File: src/rtl/ex_stage_ctrl.sv
// Execute-stage controller: decodes ALU/result/PC selects, resolves branches and
// jumps into a flush request, and sequences multi-cycle MUL/DIV/REM operations by
// stalling the front end until the result is ready.
// Optional feature: define BRANCH_STATS_EN to add saturating branch taken/not-taken
// counters (br_taken_cnt, br_nt_cnt).
module ex_stage_ctrl #(
    parameter int unsigned XLEN       = 32,
    parameter int unsigned MUL_CYCLES = 4,
    parameter int unsigned DIV_CYCLES = 32,
    parameter int unsigned STAT_W     = 16
) (
    input  logic              clk,
    input  logic              rst_n,
    input  logic              in_valid,
    input  logic              kill,
    input  logic [2:0]        ex,
    input  logic [1:0]        jump_t,
    input  logic [2:0]        funct3,
    input  logic              slt,
    input  logic              lui,
    input  logic [1:0]        md_op,
    input  logic              zero,
    input  logic              sign_bit,
    input  logic              carry,
    output logic [2:0]        alu_op,
    output logic [1:0]        res_sel,
    output logic [1:0]        pc_sel,
    output logic              flush,
    output logic              stall,
    output logic              md_start,
    output logic              md_done
`ifdef BRANCH_STATS_EN
    ,
    output logic [STAT_W-1:0] br_taken_cnt,
    output logic [STAT_W-1:0] br_nt_cnt
`endif
);

    localparam int unsigned MaxCycles = (MUL_CYCLES > DIV_CYCLES) ? MUL_CYCLES : DIV_CYCLES;
    localparam int unsigned CntW      = $clog2(MaxCycles) + 1;
    localparam logic [CntW-1:0] MulLoad = CntW'(MUL_CYCLES - 1);
    localparam logic [CntW-1:0] DivLoad = CntW'(DIV_CYCLES - 1);

    localparam logic [1:0] JumpJal    = 2'b01;
    localparam logic [1:0] JumpJalr   = 2'b10;
    localparam logic [1:0] JumpBranch = 2'b11;
    localparam logic [1:0] MdMul      = 2'b01;

    typedef enum logic [1:0] {StIdle, StBusy, StDone} state_e;

    state_e          state_q;
    logic [CntW-1:0] count_q;
    logic            cond;
    logic            taken;
    logic            md_req;

    // Branch condition from the rs1-rs2 ALU flags.
    always_comb begin
        cond = 1'b0;
        case (funct3)
            3'b000:  cond = zero;
            3'b001:  cond = ~zero;
            3'b100:  cond = sign_bit;
            3'b101:  cond = ~sign_bit;
            3'b110:  cond = carry;
            3'b111:  cond = ~carry;
            default: cond = 1'b0;
        endcase
    end

    // Decode selects, control-flow resolution and MD handshake outputs.
    // Outputs are gated with rst_n so they read zero while reset is held.
    always_comb begin
        md_req = in_valid & (md_op != 2'b00) & ~kill;
        taken  = in_valid & ~kill &
                 ((jump_t == JumpJal) | (jump_t == JumpJalr) | ((jump_t == JumpBranch) & cond));

        alu_op = ex;

        if (md_op != 2'b00) begin
            res_sel = 2'b11;
        end else if (slt) begin
            res_sel = 2'b10;
        end else if (lui) begin
            res_sel = 2'b01;
        end else begin
            res_sel = 2'b00;
        end

        pc_sel = 2'b00;
        if (taken) begin
            if (jump_t == JumpJalr) begin
                pc_sel = 2'b10;
            end else begin
                pc_sel = 2'b01;
            end
        end

        // An MD op holds EX until its DONE cycle; a jump decoded alongside it is
        // illegal and its flush stays suppressed while stalled.
        stall    = rst_n & md_req & (state_q != StDone);
        md_start = rst_n & md_req & (state_q == StIdle);
        md_done  = rst_n & (state_q == StDone);
        flush    = rst_n & taken & ~stall;
    end

    // MD sequencer: load the per-op cycle count on start, count down, then DONE.
    always_ff @(posedge clk or negedge rst_n) begin
        if (!rst_n) begin
            state_q <= StIdle;
            count_q <= '0;
        end else if (kill) begin
            state_q <= StIdle;
            count_q <= '0;
        end else begin
            case (state_q)
                StIdle: begin
                    if (md_req) begin
                        count_q <= (md_op == MdMul) ? MulLoad : DivLoad;
                        state_q <= StBusy;
                    end
                end
                StBusy: begin
                    if (count_q == '0) begin
                        state_q <= StDone;
                    end else begin
                        count_q <= count_q - 1'b1;
                    end
                end
                StDone: begin
                    state_q <= StIdle;
                end
                default: begin
                    state_q <= StIdle;
                end
            endcase
        end
    end

`ifdef BRANCH_STATS_EN
    logic br_retire;
    assign br_retire = in_valid & ~kill & ~stall & (jump_t == JumpBranch);

    // Saturating counters of retired conditional branches, split by outcome.
    always_ff @(posedge clk or negedge rst_n) begin
        if (!rst_n) begin
            br_taken_cnt <= '0;
            br_nt_cnt    <= '0;
        end else if (br_retire) begin
            if (taken) begin
                if (br_taken_cnt != '1) br_taken_cnt <= br_taken_cnt + 1'b1;
            end else begin
                if (br_nt_cnt != '1) br_nt_cnt <= br_nt_cnt + 1'b1;
            end
        end
    end
`endif

endmodule

File: config.mk
export PLATFORM = sky130hd
export DESIGN_NAME = ex_stage_ctrl
export DESIGN_NICKNAME = d
export VERILOG_FILES = /design/src/rtl/ex_stage_ctrl.sv
export SDC_FILE = /design/constraint.sdc
export NUM_CORES = 1
export LEC_CHECK = 0
export ABC_AREA = 0
export CORE_UTILIZATION = 45
export DETAILED_ROUTE_END_ITERATION = 8
export PLACE_DENSITY = 0.89
export REMOVE_ABC_BUFFERS = 1
export SLEW_MARGIN = 20
export SYNTH_ARGS = -nofsm -noshare
export SYNTH_HDL_FRONTEND = slang
export SYNTH_SLANG_ARGS = --single-unit
File: constraint.sdc
create_clock -name clk -period 2.3 [get_ports clk]
set_input_delay 0.46 -clock clk [delete_from_list [all_inputs] [get_ports clk]]
set_output_delay 0.46 -clock clk [all_outputs]
set_load 0.01 [all_outputs]
## Word level (Yosys, flattened, before mapping)

Cells that the tools add are included.

- Word-level logic and storage cells: 58
- Register bits: 8
- Input bits: 19
- Output and inout port bits: 11

- Reduce and logical (&&, ||, !) cells: 7
- Bitwise operators: 18
- Equality and inequality tests: 15
- Add/subtract/negate cells: 1
- Mux-type cells: 15

Operators by type and width:

| cell | count |
|---|---|
| two-way mux 6 bit | 3 |
| two-way mux 2 bit | 7 |
| == test 3 bit, second input constant | 4 |
| case mux 6 bit (2 select lines) | 1 |
| AND 1 bit | 11 |
| inequality test 3 bit, second input constant | 3 |
| == test 2 x 1 -> 1 bit, second input constant | 3 |
| == test 2 bit, second input constant | 3 |
| logical NOT 6 bit | 1 |
| case mux 1 bit (6 select lines) | 1 |
| subtractor 6 x 1 -> 6 bit, second input constant | 1 |
| two-way mux 5 bit | 1 |
| inverter 1 bit | 5 |
| case mux 2 bit (2 select lines) | 1 |
| == test 3 x 1 -> 1 bit, second input constant | 1 |
| logical NOT 3 bit | 1 |
| AND reduction 3 bit | 1 |
| nonzero test 3 bit | 1 |
| logical NOT 2 bit | 1 |
| inequality test 2 bit, second input constant | 1 |
| bitwise OR 1 bit | 2 |
| AND reduction 2 bit | 1 |
| nonzero test 2 bit | 1 |
| two-way mux 1 bit | 1 |

## Logic depth before layout (Yosys ltp)

Gate-level depths: netlist of the first run.

- Depth in word-level cells: 7
- Mapped depth: 5
- Gate-level depth less buffers: 5

## Worst setup path before layout of the first run

No wires, ideal clock.

- Path kind: input to output
- Start: in kill
- End: out flush
- Stages on the path: 5
- Path slack: 0.622 ns
- Arrival time: 1.218 ns
- Path buffers: 1
- Path through: buf_6 -> nor2b_1 -> o211a_1 -> o21ai_0 -> nor2_1

- Word-level cells in the longest chain between the ends: 6
- Elaborated cells on any way between the ends: 9
- Classes of those cells: bitwise (9)

Ends and longest elaborated chain:

| item | line | text |
|---|---|---|
| from (decl) | 15 | `input logic kill,` |
| inverter 1 bit * | 74, 75 |  |
| AND 1 bit | 74 | `md_req = in_valid & (md_op != 2'b00) & ~kill;` |
| AND 1 bit (2 in a row) | 101 | `stall = rst_n & md_req & (state_q != StDone);` |
| inverter 1 bit | 104 | `flush = rst_n & taken & ~stall;` |
| AND 1 bit * | 104 |  |
| to (decl) | 28 | `output logic flush,` |

Every way passes the cells marked *; elsewhere a longest branch is shown, timed or not.

## Worst setup path in the final report of the first run

- Start: in in_valid
- End: out pc_sel[1]

- Word-level cells in the longest chain between the ends: 3

Ends and longest elaborated chain:

| item | line | text |
|---|---|---|
| from (decl) | 14 | `input logic in_valid,` |
| AND 1 bit (2 in a row) | 75 | `taken = in_valid & ~kill &` |
| two-way mux 2 bit | 91 | `if (taken) begin` |
| to (decl) | 27 | `output logic [1:0] pc_sel,` |

No other way between the ends.

==> impl_metrics.csv, run 1 <==
group,metric,value,unit
logic_synthesis,synth_seq_area_share,27.2,%
cells_and_area,finalNonFillerCells,138,
logic_synthesis,synth_common_cells,"nor2_1 (11), inv_1 (9), dfrtp_1 (8), nand2_1 (7), nand3_1 (6)",
cells_and_area,fillerInstances,119,
detailed_routing,top_layer,"met4",
critical_path,cp_slowest_cell,"clkdlybuf4s50_1",
logic_synthesis,avgSynthCellArea,8.01,µm²
placed_design,dpl.hpwl,1440,µm
critical_path,r2r-end,"count_q[4]$_DFFE_PN0P_",
power,combPwrFrac,37.6,%
floorplanning,start_util,48.4,%
critical_path,reg2reg_depth,4,
detailed_routing,viasPerCell,5.94,
hold_path,hold_path_class,"in2async",
power,vdd_ir_drop_max,0.000189,V
logic_synthesis,synthCells,92,
power,power_frac_seq,39.0,%
sta,final_max_slew_viol_count,0,
sta,tightest_slew,0.374,ns
detailed_routing,drt_first_pass_iters,6,
critical_path,cp_num_buf_inv,3,
clock_network,cts_made_buffers,3,
logic_synthesis,synth_mux_area_share,2.72,%
sta,fin_tns_setup,0,ns
critical_path,r2r_start,"state_q[1]$_DFFE_PN0P_",
power,power_switching,0.000159,W
cells_and_area,nets,147,
detailed_routing,wl,1840,µm
outcome,status,"completed",
logic_synthesis,synth_compound_area_share,21.1,%
detailed_routing,drt-met1-wl,833,µm
sta,fmax,456,MHz
power,p_leak,0.516,nW
sta,fin_skew,0.00145,ns
critical_path,crit_chain,"clkdlybuf4s50_1 -> nor2b_2 -> buf_4 -> and3_1 -> a32oi_1 -> nand2_1 -> buf_2",
critical_path,critPathMaxStageDelay,0.42,ns
global_route,grt_use_total,21.6,%
logic_synthesis,synthXorXnorAreaFrac,2.38,%
critical_path,critical_path_class,"in2out",
floorplanning,core,1520,µm²
power,switching_share,34.2,%
sta,setup_viol,0,
cells_and_area,diodes,0,
cells_and_area,fin_util,68.6,%
detailed_routing,antenna_left,0,
logic_synthesis,yosys.area_share.simple,30.7,%
global_route,grt_pass1_wl,2970,µm
logic_synthesis,synthAdderAreaFrac,6.79,%
placed_design,dp_cells,135,
detailed_routing,route.met2.wl,862,µm
clock_network,cts_tree,"built",
logic_synthesis,synth-edff-count,0,
clock_network,h-tree-depth,1,
logic_synthesis,synthArstFlopShare,100,%
detailed_routing,wl_met3,105,µm
detailed_routing,drt_iter0_markers,41,
placed_design,portBuffers,23,
floorplanning,dieArea,1800,µm²
power,clockPowerShare,23.4,%
logic_synthesis,yosys.area.top_type,"dfrtp_1",
clock_network,clkSlewWorstSetupHoldPaths,0.05,ns
placed_design,gp_congestion,0.812,
power,p_total,0.000465,W
floorplanning,num_rows,14,
floorplanning,die_w,42.5,µm
logic_synthesis,synth-seq-cells,8,
detailed_routing,route.detailed.drc,0,
clock_network,insertion_delay,0.26,ns
sta,fin_crit,2.19,ns
global_route,grt_max_degree,10,
critical_path,worstPathMaxFanout,5,
detailed_routing,wire_per_inst,13.3,µm
logic_synthesis,synth_top_area_share,27.2,%
logic_synthesis,ys_types,37,
logic_synthesis,synth_top_family_by_area,"simple AND/OR/NAND/NOR gates",
critical_path,crit_family,"buffers and inverters",
floorplanning,ios,30,
sta,rsz0062_at_grt,"false",
clock_network,cts.sinks,8,
flow_run,cap_violations,0,
global_route,antenna_found_initial,0,
critical_path,crit_arrival,1.73,ns
power,cellPowerDensity,445,nW/µm²
power,p_int,0.000306,W
logic_synthesis,ys_top_cells_by_area,"dfrtp_1 (27%), ha_1 (6.8%), nor2_1 (5.6%), inv_1 (4.6%), nand3_1 (4.1%)",
cells_and_area,seqCellArea,200,µm²
sta,timing.slew.headroom,75.1,%
logic_synthesis,yosysMostFrequentCell,"nor2_1",
global_route,first_global_vias,745,
floorplanning,die_h,42.5,µm
cells_and_area,multi_input_area,493,µm²
sta,final.period_utilization,95.4,%
critical_path,cp-start-kind,"primary input",
detailed_routing,num_vias,820,
cells_and_area,drive_gt1_share,21.3,%
critical_path,ff2ff_setup_slack,0.63,ns
clock_network,cts_root_buf,"clkbuf_4",
cells_and_area,area_delta_synth_final,41.9,%
logic_synthesis,synth-main-ff-cell,"dfrtp_1",
critical_path,end_kind,"primary output",
sta,final-hold-violation-count,0,
logic_synthesis,syn_area,737,µm²
global_route,gr-total-overflow,0,
critical_path,required,1.84,ns
logic_synthesis,yosys_warnings,0,
clock_network,clk_path_buf_depth,2,
-- flip-flops by register name (all words and copies together) (netlist names) --
register  flops
count_q       6
state_q       2
-- stage by stage --
stage                     setup WS [ns]  hold slack, ns  cell area (µm²)
after floorplan                   0.707           0.164              703
after global placement           -0.278           0.561             1010
after CTS                        0.0145           0.574             1040
after detailed placement         -0.297           0.563             1010
final                             0.105           0.580             1050
after global routing             0.0129           0.602             1050
-- worst register-to-register path: stages (launching register included) --
cell and delay, ns:
dfrtp_1 0.45, nand2b_1 0.27, a31oi_2 0.28, o21ai_0 0.12
a222oi_1 0.42
-- layout by cell type (no fill, tap or decap), types with 2 or more instances in the layout --
cell / instances
clkdlybuf4s50_1: 14
dfrtp_1: 8
dlygate4sd2_1: 3
dlymetal6s2s_1: 2
a221oi_1: 2
clkbuf_4: 3
ha_2: 2
buf_4: 8
nor2_1: 11
nor3_1: 5
inv_1: 8
buf_2: 2
nand3_1: 6
and3_1: 2
o21ai_0: 4
ha_1: 2
a21oi_1: 4
and2b_1: 2
nand2_1: 7
-- power by group through the flow --
stage	Combinational [W]	Sequential [W]	Clock (W)
floorplan	0.0000943	0.000179	0
global placement	0.000164	0.000183	0
detailed placement	0.000170	0.000183	0
CTS	0.000169	0.000181	0.000112
global route	0.000192	0.000183	0.000118
finish	0.000175	0.000181	0.000109
-- metal layers --
metal  global-route usage, %  vias to the layer above
li1                        -                      391
met5                       0                        -
met3                    3.02                        5
met1                    27.3                      385
met2                    35.1                       39
met4                    11.9                        0
-- area by class of cell --
| cell class | instances | area share, % |
|---|---|---|
| Multi-Input combinational cell | 71 | 47.1 |
| Timing Repair Buffer | 31 | 26.4 |
| Sequential cell | 8 | 19.1 |
| Inverter | 9 | 3.23 |
| Clock buffer | 3 | 2.15 |
| Tap cell | 16 | 1.91 |
-- what timing repair did --
action                                  in CTS  in global routing
pin swaps                                    4                  3
hold buffers                                 0                  0
endpoints found under the setup margin       6                  4
resized for setup                           14                 11
buffers inserted                             0                  0
-- worst max-delay path by stage --
| stage | start | endpoint | slack, ns | cells past startpoint |
|---|---|---|---|---|
| after floorplan | jump_t[0] | pc_sel[0] | 0.71 | 5 |
| after detailed placement | funct3[2] | flush | -0.30 | 6 |
| after global routing | in_valid | md_start | 0.01 | 6 |
| final | in_valid | pc_sel[1] | 0.11 | 7 |
| after global placement | funct3[2] | flush | -0.28 | 6 |
| after CTS | funct3[2] | flush | 0.01 | 6 |
-- cell families after synthesis --
group | Yosys count
flops | 8
buf+inv | 13
fa+ha+maj | 4
xor+xnor | 2
mux | 2
simple gates | 42
compound gates | 21
No activity file was read; power rests on OpenSTA's default activity.
==> run 2: changes to the inputs <==
CORE_MARGIN = 4   (was default)
==> run 2 against run 1 <==
  * Power decreased by 0.16%
  * Largest cell class unchanged
  * Cell area decreased by 3.3%
  * Setup slack got worse by 0.015 ns
  * Die area increased by 30%
  * Sequential share of layout area increased by 0.66 points
  * Clock skew increased by 0.011 ns
  * Non-clock buffer count decreased by 1
  * Sequential cell count unchanged
  * Final cell count decreased by 0.72%
  * The run now ends with DRC left
  * Critical endpoint unchanged
  * Hold slack improved by 0.026 ns
  * Wire length increased by 9.2%
  * Clock power increased by 5%
==> impl_metrics.csv, run 2 (same netlist as run 1, synthesis figures left out) <==
group,metric,value,unit
outcome,status,"finished with violations",
critical_path,required,1.84,ns
clock_network,clk_path_buf_depth,2,
clock_network,h-tree-depth,1,
critical_path,cp_num_buf_inv,4,
floorplanning,die_w,48.5,µm
detailed_routing,viasPerCell,5.96,
power,cellPowerDensity,459,nW/µm²
floorplanning,start_util,48.4,%
clock_network,clkSlewWorstSetupHoldPaths,0.06,ns
critical_path,r2r_start,"state_q[1]$_DFFE_PN0P_",
critical_path,critical_path_class,"in2out",
cells_and_area,reg_top3,"count_q (6), state_q (2)",
cells_and_area,fillerInstances,134,
cells_and_area,final_common_cell,"clkdlybuf4s50_1",
critical_path,r2r-end,"count_q[4]$_DFFE_PN0P_",
sta,fin_tns_setup,0,ns
placed_design,portBuffers,23,
critical_path,reg2reg_depth,4,
clock_network,cts_tree,"built",
detailed_routing,drt_iter0_markers,57,
clock_network,cts.sinks,8,
sta,final-hold-violation-count,0,
critical_path,crit_chain,"clkdlybuf4s50_1 -> inv_1 -> ha_2 -> inv_1 -> a32oi_1 -> nand2_1 -> clkbuf_2",
critical_path,crit_family,"buffers and inverters",
detailed_routing,wl,2010,µm
floorplanning,ios,30,
critical_path,end_kind,"primary output",
floorplanning,core,1520,µm²
sta,rsz0062_at_grt,"false",
outcome,failed_checks,"DRC",
sta,fin_skew,0.0129,ns
cells_and_area,multi_input_area,472,µm²
hold_path,whs_path_depth,1,
detailed_routing,antenna_left,0,
sta,tightest_slew,0.340,ns
critical_path,worstPathMaxFanout,3,
global_route,grt_pass1_wl,3280,µm
placed_design,dpl.hpwl,1560,µm
cells_and_area,drive_gt1_share,15.7,%
hold_path,hold_path_class,"reg2reg",
critical_path,crit_arrival,1.75,ns
cells_and_area,area_delta_synth_final,37.2,%
sta,fmax,453,MHz
floorplanning,dieArea,2350,µm²
critical_path,cp-start-kind,"primary input",
sta,setup_ws,0.0901,ns
power,p_total,0.000464,W
cells_and_area,largest_register_ffs,6,
detailed_routing,route.detailed.drc,1,
power,p_leak,0.491,nW
sta,final.period_utilization,96.1,%
placed_design,gp_congestion,0.845,
global_route,grt_use_total,17.1,%
global_route,first_global_vias,810,
clock_network,post_cts_buffers,0,
clock_network,ctsHoldBuffers,0,
cells_and_area,seqCellArea,200,µm²
global_route,antenna_found_initial,0,
sta,fin_crit,2.21,ns
cells_and_area,diodes,0,
floorplanning,die_h,48.5,µm
detailed_routing,num_vias,817,
critical_path,crit_path_frequent_cell,"inv_1",
floorplanning,num_rows,14,
critical_path,ff2ff_setup_slack,0.71,ns
global_route,gr-total-overflow,0,
hold_path,hp-start,"state_q[1]$_DFFE_PN0P_",
detailed_routing,drt_first_pass_iters,7,
hold_path,min_to,"state_q[1]$_DFFE_PN0P_",
cells_and_area,mostFrequentLayoutCells,"clkdlybuf4s50_1 (16), nor2_1 (11), inv_1 (9), dfrtp_1 (8)",
sta,final_max_slew_viol_count,0,
cells_and_area,top_register,"count_q",
cells_and_area,nets,146,
critical_path,cp_slowest_cell,"clkdlybuf4s50_1",
placed_design,place_ws,-0.292,ns
sta,timing.slew.headroom,77.1,%
flow_run,cap_violations,0,
global_route,grt_max_degree,10,
sta,setup_viol,0,
clock_network,cts_made_buffers,3,
critical_path,critPathMaxStageDelay,0.48,ns
clock_network,insertion_delay,0.27,ns
power,vdd_ir_drop_max,0.000201,V
detailed_routing,wire_per_inst,14.6,µm
clock_network,cts_root_buf,"clkbuf_4",
[run 2: per-stage QoR]
step / std cells / area [µm²] / hold WS (ns) / utilization, %
3_3_place_gp: 134 / 1010 / 0.560 / 66.0
4_1_cts: 137 / 1030 / 0.591 / 67.4
5_1_grt: 137 / 1010 / 0.634 / 66.3
6_report: 137 / 1010 / 0.606 / 66.3
2_1_floorplan: 88 / 703 / 0.164 / -
3_5_place_dp: 134 / 1010 / 0.580 / 66.0
[run 2: routing by layer]
layer  vias to the layer above  share of wire [%]  routed length, µm  global-route usage, %
li1                        393                  -                  -                      -
met3                         4                6.8                136                   2.45
met1                       376                 42                839                   21.5
met4                         0                1.7                 35                   9.87
met5                         -                  0                  0                      0
met2                        44                 50                995                   27.6
[run 2: worst max-delay path by stage]
stage           endpoint  cells after the start  slack (ns)       from
6_report       pc_sel[1]                      7        0.09  jump_t[0]
5_1_grt         md_start                      6       0.003   in_valid
4_1_cts        pc_sel[1]                      7       0.008  jump_t[0]
3_5_place_dp       flush                      6       -0.29  funct3[2]
3_3_place_gp       flush                      6       -0.28  funct3[2]
2_1_floorplan  pc_sel[0]                      5        0.71  jump_t[0]
[run 2: what timing repair did]
action,in CTS,in global routing
setup endpoints to repair,6,3
pin swaps,3,2
gates resized for setup,12,3
[run 2: area by class of cell]
type / instances / share of cell area, %
Multi-Input combinational cell: 71 / 46.7
Timing Repair Buffer: 30 / 26.0
Sequential cell: 8 / 19.8
Inverter: 9 / 3.34
Clock buffer: 3 / 2.23
Tap cell: 16 / 1.98
[run 2: report_power, final]
group | total, W | switching (W) | internal (W) | leakage (nW)
Clock | 0.000114 | 0.0000534 | 0.0000601 | 0.0138
Sequential | 0.000183 | 0.0000250 | 0.000158 | 0.102
Combinational | 0.000168 | 0.0000843 | 0.0000840 | 0.375
[run 2: worst register-to-register path: stages (launching register included)]
cell	delay, ns
dfrtp_1	0.46
nand2b_1	0.27
a31oi_2	0.28
o21ai_0	0.12
a222oi_1	0.34
==> run 3: changes to the inputs <==
TNS_END_PERCENT = 50   (was default)
==> run 3 against run 2 <==
  * The flow now finishes without violations
  * Setup slack worse by 0.089 ns
  * Maximum frequency down 3.9%
  * Wire length up 0.80%
  * Clock power about the same
  * Hold slack about the same
  * First-iteration DRC count unchanged
  * Global-route usage unchanged
==> impl_metrics.csv, run 3 (same netlist as run 1, synthesis figures left out) <==
group,metric,value,unit
power,p_int,0.000302,W
critical_path,crit_chain,"clkdlybuf4s50_1 -> mux2i_1 -> xnor2_1 -> a211oi_1 -> nor2_1 -> clkdlybuf4s15_2",
clock_network,insertion_delay,0.27,ns
critical_path,r2r-end,"count_q[4]$_DFFE_PN0P_",
critical_path,required,1.84,ns
sta,final.period_utilization,99.9,%
critical_path,critPathMaxStageDelay,0.50,ns
power,power_switching,0.000163,W
placed_design,gp_congestion,0.845,
clock_network,h-tree-depth,1,
critical_path,critical_path_class,"in2out",
cells_and_area,drive_gt1_share,15.7,%
floorplanning,die_h,48.5,µm
placed_design,dpl.hpwl,1560,µm
clock_network,clk_path_buf_depth,2,
clock_network,cts_root_buf,"clkbuf_4",
critical_path,cp-start-kind,"primary input",
floorplanning,core,1520,µm²
sta,timing.slew.headroom,76.9,%
cells_and_area,top_register,"count_q",
critical_path,ff2ff_setup_slack,0.69,ns
clock_network,cts.sinks,8,
critical_path,reg2reg_depth,4,
sta,rsz0062_at_grt,"true",
power,combPwrFrac,36.4,%
power,vdd_ir_drop_max,0.000201,V
floorplanning,start_util,48.4,%
global_route,first_global_vias,810,
hold_path,hold_path_class,"reg2reg",
cells_and_area,fillerInstances,133,
power,switching_share,35.1,%
detailed_routing,route.detailed.drc,0,
sta,fin_crit,2.30,ns
sta,fin_tns_setup,0,ns
clock_network,post_cts_buffers,0,
detailed_routing,drt_first_pass_iters,6,
detailed_routing,viasPerCell,6.07,
power,p_total,0.000465,W
hold_path,hp-start,"state_q[1]$_DFFE_PN0P_",
power,p_leak,0.490,nW
power,power_frac_seq,39.3,%
cells_and_area,final_common_cell,"clkdlybuf4s50_1",
power,cellPowerDensity,457,nW/µm²
detailed_routing,drt_iter0_markers,57,
power,clockPowerShare,24.3,%
floorplanning,die_w,48.5,µm
sta,fin_skew,0.0133,ns
sta,final-hold-violation-count,0,
critical_path,cp_slowest_cell,"clkdlybuf4s50_1",
hold_path,min_to,"state_q[1]$_DFFE_PN0P_",
global_route,grt_max_degree,10,
cells_and_area,reg_top3,"count_q (6), state_q (2)",
sta,tightest_slew,0.342,ns
sta,final_max_slew_viol_count,0,
placed_design,portBuffers,23,
clock_network,cts_made_buffers,3,
detailed_routing,num_vias,832,
cells_and_area,nets,146,
floorplanning,num_rows,14,
detailed_routing,antenna_left,0,
hold_path,whs_path_depth,1,
critical_path,worstPathMaxFanout,3,
cells_and_area,area_delta_synth_final,38.0,%
clock_network,cts_tree,"built",
global_route,gr-total-overflow,0,
sta,setup_viol,0,
critical_path,end_kind,"primary output",
floorplanning,dieArea,2350,µm²
detailed_routing,wl,2020,µm
cells_and_area,mostFrequentLayoutCells,"clkdlybuf4s50_1 (16), nor2_1 (11), inv_1 (9), dfrtp_1 (8)",
floorplanning,ios,30,
clock_network,ctsHoldBuffers,0,
detailed_routing,wire_per_inst,14.8,µm
cells_and_area,diodes,0,
clock_network,clkSlewWorstSetupHoldPaths,0.06,ns
sta,fmax,435,MHz
global_route,grt_pass1_wl,3280,µm
global_route,grt_use_total,17.1,%
critical_path,crit_arrival,1.84,ns
critical_path,r2r_start,"state_q[1]$_DFFE_PN0P_",
outcome,status,"completed",
cells_and_area,largest_register_ffs,6,
global_route,antenna_found_initial,0,
flow_run,cap_violations,0,
==> run 3: cell types whose count changed in the layout (fill, tap and decap cells not counted) <==
cell | before | now
buf_2 | 1 | 0
clkdlybuf4s15_2 | 0 | 1
==> run 3: worst max-delay path: cells and delay by family <==
| kind | cells | cell delay [ns] |
|---|---|---|
| and+or+nand+nor | 1 | 0.12 |
| xor gates and xnor gates | 1 | 0.19 |
| AOI/OAI and AO/OA | 1 | 0.11 |
| muxes | 1 | 0.22 |
| buffers and inverters | 2 | 0.73 |
==> run 3: how the worst max path moves through the flow <==
| stage | from | endpoint | slack (ns) | cells past startpoint |
|---|---|---|---|---|
| finish | funct3[2] | flush | 0.001 | 6 |
| global route | funct3[2] | flush | -0.09 | 6 |
| CTS | jump_t[0] | pc_sel[1] | 0.008 | 7 |
| detailed placement | funct3[2] | flush | -0.29 | 6 |
| global placement | funct3[2] | flush | -0.28 | 6 |
| floorplan | jump_t[0] | pc_sel[0] | 0.71 | 5 |
==> run 3: power groups by stage <==
stage          clock [W]  sequential, W  combinational, W
4_1_cts         0.000113       0.000182          0.000167
3_5_place_dp           0       0.000184          0.000169
6_report        0.000113       0.000183          0.000169
5_1_grt         0.000122       0.000185          0.000186
3_3_place_gp           0       0.000182          0.000164
2_1_floorplan          0       0.000179         0.0000943
==> run 3: metal layers <==
layer / track usage, % / routed length [µm] / up-vias
met5: 0 / 0 / -
met4: 9.87 / 38 / 0
met3: 2.45 / 148 / 6
met2: 27.6 / 982 / 51
met1: 21.5 / 852 / 382
li1: - / - / 393
==> run 3: stage by stage <==
step / utilization (%) / cells / cell area, µm² / setup slack, ns / hold slack, ns
after global routing: 66.7 / 137 / 1020 / -0.0911 / 0.634
after global placement: 66.0 / 134 / 1010 / -0.285 / 0.560
final: 66.7 / 137 / 1020 / 0.00117 / 0.606
after floorplan: - / 88 / 703 / 0.707 / 0.164
after CTS: 67.4 / 137 / 1030 / 0.00759 / 0.591
after detailed placement: 66.0 / 134 / 1010 / -0.292 / 0.580
==> run 3: what timing repair did <==
item	in CTS	in global routing
cloned	0	0
gates resized for setup	12	2
pin swaps	3	0
endpoints found under the setup margin	6	3
==> run 3: cell type report <==
type,instances,area [µm²],share of cell area (%)
Timing Repair Buffer,30,269,26.4
Tap cell,16,20.0,1.97
Sequential cell,8,200,19.7
Inverter,9,33.8,3.32
Multi-Input combinational cell,71,472,46.4
Clock buffer,3,22.5,2.21
